**config.mk**
```make
export PLATFORM = sky130hd
export DESIGN_NAME = queen_solve_sequencer
export DESIGN_NICKNAME = d
export VERILOG_FILES = /design/src/rtl/queen_solve_sequencer.sv
export SDC_FILE = /design/constraint.sdc
export NUM_CORES = 1
export LEC_CHECK = 0
export CAP_MARGIN = 15
export CORE_ASPECT_RATIO = 0.5
export CORE_MARGIN = 10
export CORE_UTILIZATION = 35
export DETAILED_ROUTE_END_ITERATION = 16
export PLACE_DENSITY = 0.65
export SLEW_MARGIN = 20
export SYNTH_ARGS = -nofsm -noshare
export SYNTH_HDL_FRONTEND = slang
export SYNTH_SLANG_ARGS = --single-unit
```
**constraint.sdc**
```tcl
create_clock -name clk -period 3.49 [get_ports clk]
set_input_delay 0.8725 -clock clk [delete_from_list [all_inputs] [get_ports clk]]
set_output_delay 0.8725 -clock clk [all_outputs]
set_load 0.1 [all_outputs]
```
**src/rtl/queen_solve_sequencer.sv**
```systemverilog
`default_nettype none
// ============================================================================
// Module   : queen_solve_sequencer
// Brief    : Runs one 8-queens solve under a watchdog, then streams the board
//            rows out over valid/ready.
// Revision : 1.0 - initial release
// ============================================================================
module queen_solve_sequencer #(
   parameter int ROWS           = 8,
   parameter int TIMEOUT_CYCLES = 100000
) (
   input  logic                      clk,
   input  logic                      reset,
   input  logic                      req,
   output logic                      busy,
   output logic                      solver_rst,
   output logic                      solver_start,
   input  logic                      solver_done,
   input  logic                      solver_no_answer,
   output logic [$clog2(ROWS)-1:0]   rd_sel,
   input  logic [0:7]                rd_row,
   output logic                      out_valid,
   input  logic                      out_ready,
   output logic [0:7]                out_row,
   output logic [$clog2(ROWS)-1:0]   out_idx,
   output logic                      row_last,
   output logic                      status_no_answer,
   output logic                      status_timeout
);

   localparam int IW  = $clog2(ROWS);
   localparam int WDW = (TIMEOUT_CYCLES > 1) ? $clog2(TIMEOUT_CYCLES) : 1;
   localparam logic [IW-1:0]  c_last_idx = IW'(ROWS - 1);
   localparam logic [WDW-1:0] c_wd_last  = WDW'(TIMEOUT_CYCLES - 1);

   typedef enum logic [2:0] {
      S_IDLE  = 3'd0,
      S_CLR   = 3'd1,
      S_START = 3'd2,
      S_WAIT  = 3'd3,
      S_READ  = 3'd4,
      S_SEND  = 3'd5
   } state_t;

   state_t           r_state;
   state_t           w_state_nxt;
   logic [IW-1:0]    r_idx;
   logic [WDW-1:0]   r_wdog;
   logic [0:7]       r_out_row;
   logic [IW-1:0]    r_out_idx;
   logic             r_status_na;
   logic             r_status_to;
   logic             w_wd_expire;
   logic             w_idx_last;

   assign w_wd_expire = (TIMEOUT_CYCLES != 0) && (r_wdog == c_wd_last);
   assign w_idx_last  = (r_idx == c_last_idx);

   always_ff @(posedge clk) begin
      if (reset) r_state <= S_IDLE;
      else       r_state <= w_state_nxt;
   end

   always_comb begin
      w_state_nxt  = r_state;
      busy         = 1'b1;
      solver_rst   = 1'b0;
      solver_start = 1'b0;
      out_valid    = 1'b0;
      case (r_state)
         S_IDLE: begin
            busy = 1'b0;
            if (req) w_state_nxt = S_CLR;
         end
         S_CLR: begin
            solver_rst  = 1'b1;
            w_state_nxt = S_START;
         end
         S_START: begin
            solver_start = 1'b1;
            w_state_nxt  = S_WAIT;
         end
         S_WAIT: begin
            // no_answer outranks done; the watchdog only fires when neither is seen
            if (solver_no_answer)  w_state_nxt = S_IDLE;
            else if (solver_done)  w_state_nxt = S_READ;
            else if (w_wd_expire)  w_state_nxt = S_IDLE;
         end
         S_READ: w_state_nxt = S_SEND;
         S_SEND: begin
            out_valid = 1'b1;
            if (out_ready) w_state_nxt = w_idx_last ? S_IDLE : S_READ;
         end
         default: w_state_nxt = S_IDLE;
      endcase
   end

   always_ff @(posedge clk) begin
      if (reset) begin
         r_idx       <= '0;
         r_wdog      <= '0;
         r_out_row   <= '0;
         r_out_idx   <= '0;
         r_status_na <= 1'b0;
         r_status_to <= 1'b0;
      end else begin
         case (r_state)
            S_IDLE: begin
               if (req) begin
                  r_status_na <= 1'b0;
                  r_status_to <= 1'b0;
               end
            end
            S_START: r_wdog <= '0;
            S_WAIT: begin
               r_wdog <= r_wdog + 1'b1;
               if (solver_no_answer)  r_status_na <= 1'b1;
               else if (solver_done)  r_idx <= '0;
               else if (w_wd_expire)  r_status_to <= 1'b1;
            end
            S_READ: begin
               r_out_row <= rd_row;
               r_out_idx <= r_idx;
            end
            S_SEND: begin
               if (out_ready && !w_idx_last) r_idx <= r_idx + 1'b1;
            end
            default: ;
         endcase
      end
   end

   assign rd_sel           = r_idx;
   assign out_row          = r_out_row;
   assign out_idx          = r_out_idx;
   assign row_last         = out_valid && (r_out_idx == c_last_idx);
   assign status_no_answer = r_status_na;
   assign status_timeout   = r_status_to;

endmodule
`default_nettype wire

```
==> results.py <==
metrics = {
    "logic_synthesis": {
        "syn_area_sq_mm": 0.00185,
        "synth-main-ff-cell": "dfxtp_1",
        "ys_seq_area_frac": 0.389,
        "ys_types": 46,
        "async_flop_share": 0,
        "synth_seq_cells": 36,
        "syn_nets": 239,
        "post-synth-top-count-cell": "dfxtp_1",
        "yosysTopAreaCell": "dfxtp_1",
        "synth_common_cells": "dfxtp_1, nor2_1, nand2_1, a21oi_1, mux2i_1",
        "synth_top_area_share": 0.389,
        "yosysWarnings": 0,
        "syn_avg_cell_area_sq_um": 8.35,
        "syn-instance-count": 222,
        "netlist_top_cells_area": "dfxtp_1, mux2i_1, nor2_1",
        "synth_edf_count": 0,
    },
    "routing": {
        "num_vias": 1712,
        "drt-initial-drc-count": 95,
        "drc": 0,
        "antenna_left": 0,
        "avgRoutedWirePerCell_um": 13.8,
        "finalWirelength_um": 4480,
        "routed_via_density": 5.28,
        "first_pass_iters": 4,
    },
    "floorplanning": {
        "num_rows": 18,
        "core_sq_mm": 0.00502,
        "start_util": 0.369,
        "die_w_um": 123,
        "dieArea_sq_mm": 0.00878,
        "pin_count": 35,
        "fp.dieH_um": 71.5,
    },
    "global_route": {
        "grt_max_degree": 22,
        "grt.overflow.total": 0,
        "grt_use_total": 0.104,
        "grt_pass1_vias": 1557,
        "antenna_found_initial": 0,
        "grt_first_pass_wirelength_um": 7530,
    },
    "cells_and_area": {
        "syn2layout_area_growth_pct": 23.5,
        "stdcell_area_sq_mm": 0.00229,
        "antenna_cells": 0,
        "fin_nets": 270,
        "drive_above_1_share": 0.154,
    },
    "sta": {
        "period_needed_ns": 2.63,
        "slew_headroom": 0.611,
        "period_share": 0.753,
        "skew_ns": 0.00691,
        "finalSetupViolations": 0,
        "drv_slew": 0,
        "worstMarginPinSlew_ns": 0.582,
        "tns_ns": 0,
        "hold_viol_final": 0,
        "rsz0062_at_grt": "false",
        "fmax_mhz": 381,
    },
    "critical_path": {
        "path_cells": "nor2b_1 > nand2_1 > nor2_1 > buf_4",
        "startpoint_type": "flop",
        "worst_setup_path_end_kind": "output port",
        "cp_num_buf_inv": 1,
        "crit_family": "flip-flops",
        "cp_slowest_cell": "dfxtp_1",
        "cp.arrival_ns": 1.75,
        "crit_fanout": 16,
        "critPathMaxStageDelay_ns": 0.60,
        "crit_type": "reg2out",
        "critPathRequiredTime_ns": 2.62,
    },
    "power_and_ir_drop": {
        "leakage_uw": 0.000817,
        "total_power_uw": 806,
        "ir_worst_vdd_v": 0.000163,
        "power_density_mw_per_mm2": 352,
    },
    "clock_tree": {
        "cts_resized": 0,
        "cts_tree": "done",
        "htreeDepth": 2,
        "clk_latency_ns": 0.29,
        "ctsHoldBuffers": 0,
        "root_buffer": "clkbuf_8",
        "cts_buffers": 5,
        "clockBufferDepth": 2,
        "path_clk_slew_ns": 0.08,
        "cts_sinks": 36,
        "postCtsSetupBuffers": 0,
    },
    "placement": {
        "dpl_cell_area_sq_mm": 0.00220,
        "place.gp.congestion": 0.838,
        "io_buffers": 34,
        "hpwl_um": 3270,
    },
    "job": {
        "cap_viol_max_count": 0,
    },
    "worst_hold_path": {
        "hp-class": "reg2reg",
    },
    "run_status": {
        "status": "finished, final reports clean",
    },
}
## power breakdown
group          leakage, uW  total (uW)  switching [uW]  internal, uW
clock            0.0000479         295             156           139
sequential        0.000290         422            9.08           413
combinational     0.000479        89.5            57.0          32.5
total             0.000817         806             222           584
## stage by stage
stage	std cells	setup WS [ns]	util	hold slack, ns
final	324	0.863	0.456	0.483
after global placement	316	0.971	0.438	0.466
after floorplan	222	0.226	-	0.471
after global routing	324	0.705	0.456	0.527
after detailed placement	316	0.976	0.438	0.477
after CTS	324	0.835	0.456	0.485
## final timing paths
path	start	endpoint	slack (ns)	cells after the start
min reg2reg	status_timeout	status_timeout	0.48	2
max reg2reg	r_state[1]	r_wdog[14]	1.61	4
max	r_state[2]	row_last	0.86	4
min	status_timeout	status_timeout	0.48	2
## state kept, by name, summed over array words and instances, names as in the netlist
name and count:
r_wdog 17, out_row 8, out_idx 3, r_state 3, rd_sel 3, status_no_answer 1
status_timeout 1
## layout make-up
class / instances / area, sq um
well taps: 70 / 87.6
clock inverters: 3 / 18.8
multi-input cells: 170 / 1070
inverters: 2 / 7.51
fillers: 496 / 2730
clock buffers: 5 / 68.8
repair buffers: 38 / 318
flip-flops and latches: 36 / 721
## layout by cell type, fill, tap and decap left out, types with 6 or more instances in the layout
master / netlist / routed
mux2i_1: 14 / 14
a21oi_1: 15 / 15
buf_4: 0 / 25
clkdlybuf4s50_1: 0 / 13
nor2b_1: 7 / 7
nor3_1: 6 / 6
o21ai_0: 8 / 8
nand3_1: 13 / 13
nand2_1: 17 / 17
nor2_1: 23 / 23
nand4_1: 6 / 6
dfxtp_1: 36 / 36
## logic make-up (layout without fill, tap and decap cells)
group | after synthesis | after routing | share of synthesized area
AOI/OAI and AO/OA | 38 | 38 | 0.124
muxes | 14 | 14 | 0.0756
and+or+nand+nor | 111 | 111 | 0.338
xor gates and xnor gates | 4 | 4 | 0.0189
buffers and inverters | 16 | 48 | 0.0351
adders and majority gates | 3 | 3 | 0.0203
DFF | 36 | 36 | 0.389
## routing by layer
layer  wire length, um  part of all wire  vias up  track usage
met5                 0                 0        -            0
met3               170             0.038        7       0.0297
met2              2120              0.47       34        0.168
li1                  -                 -      868            -
met4                72             0.016        0       0.0468
met1              2110              0.47      803        0.126
## worst reg2reg max path: stages (launching register included)
cell and delay, ns:
dfxtp_1 0.65, nor2b_1 0.34, nand3_1 0.16, or4b_1 0.49, a31oi_1 0.16
(Power assumes the default switching activity.)
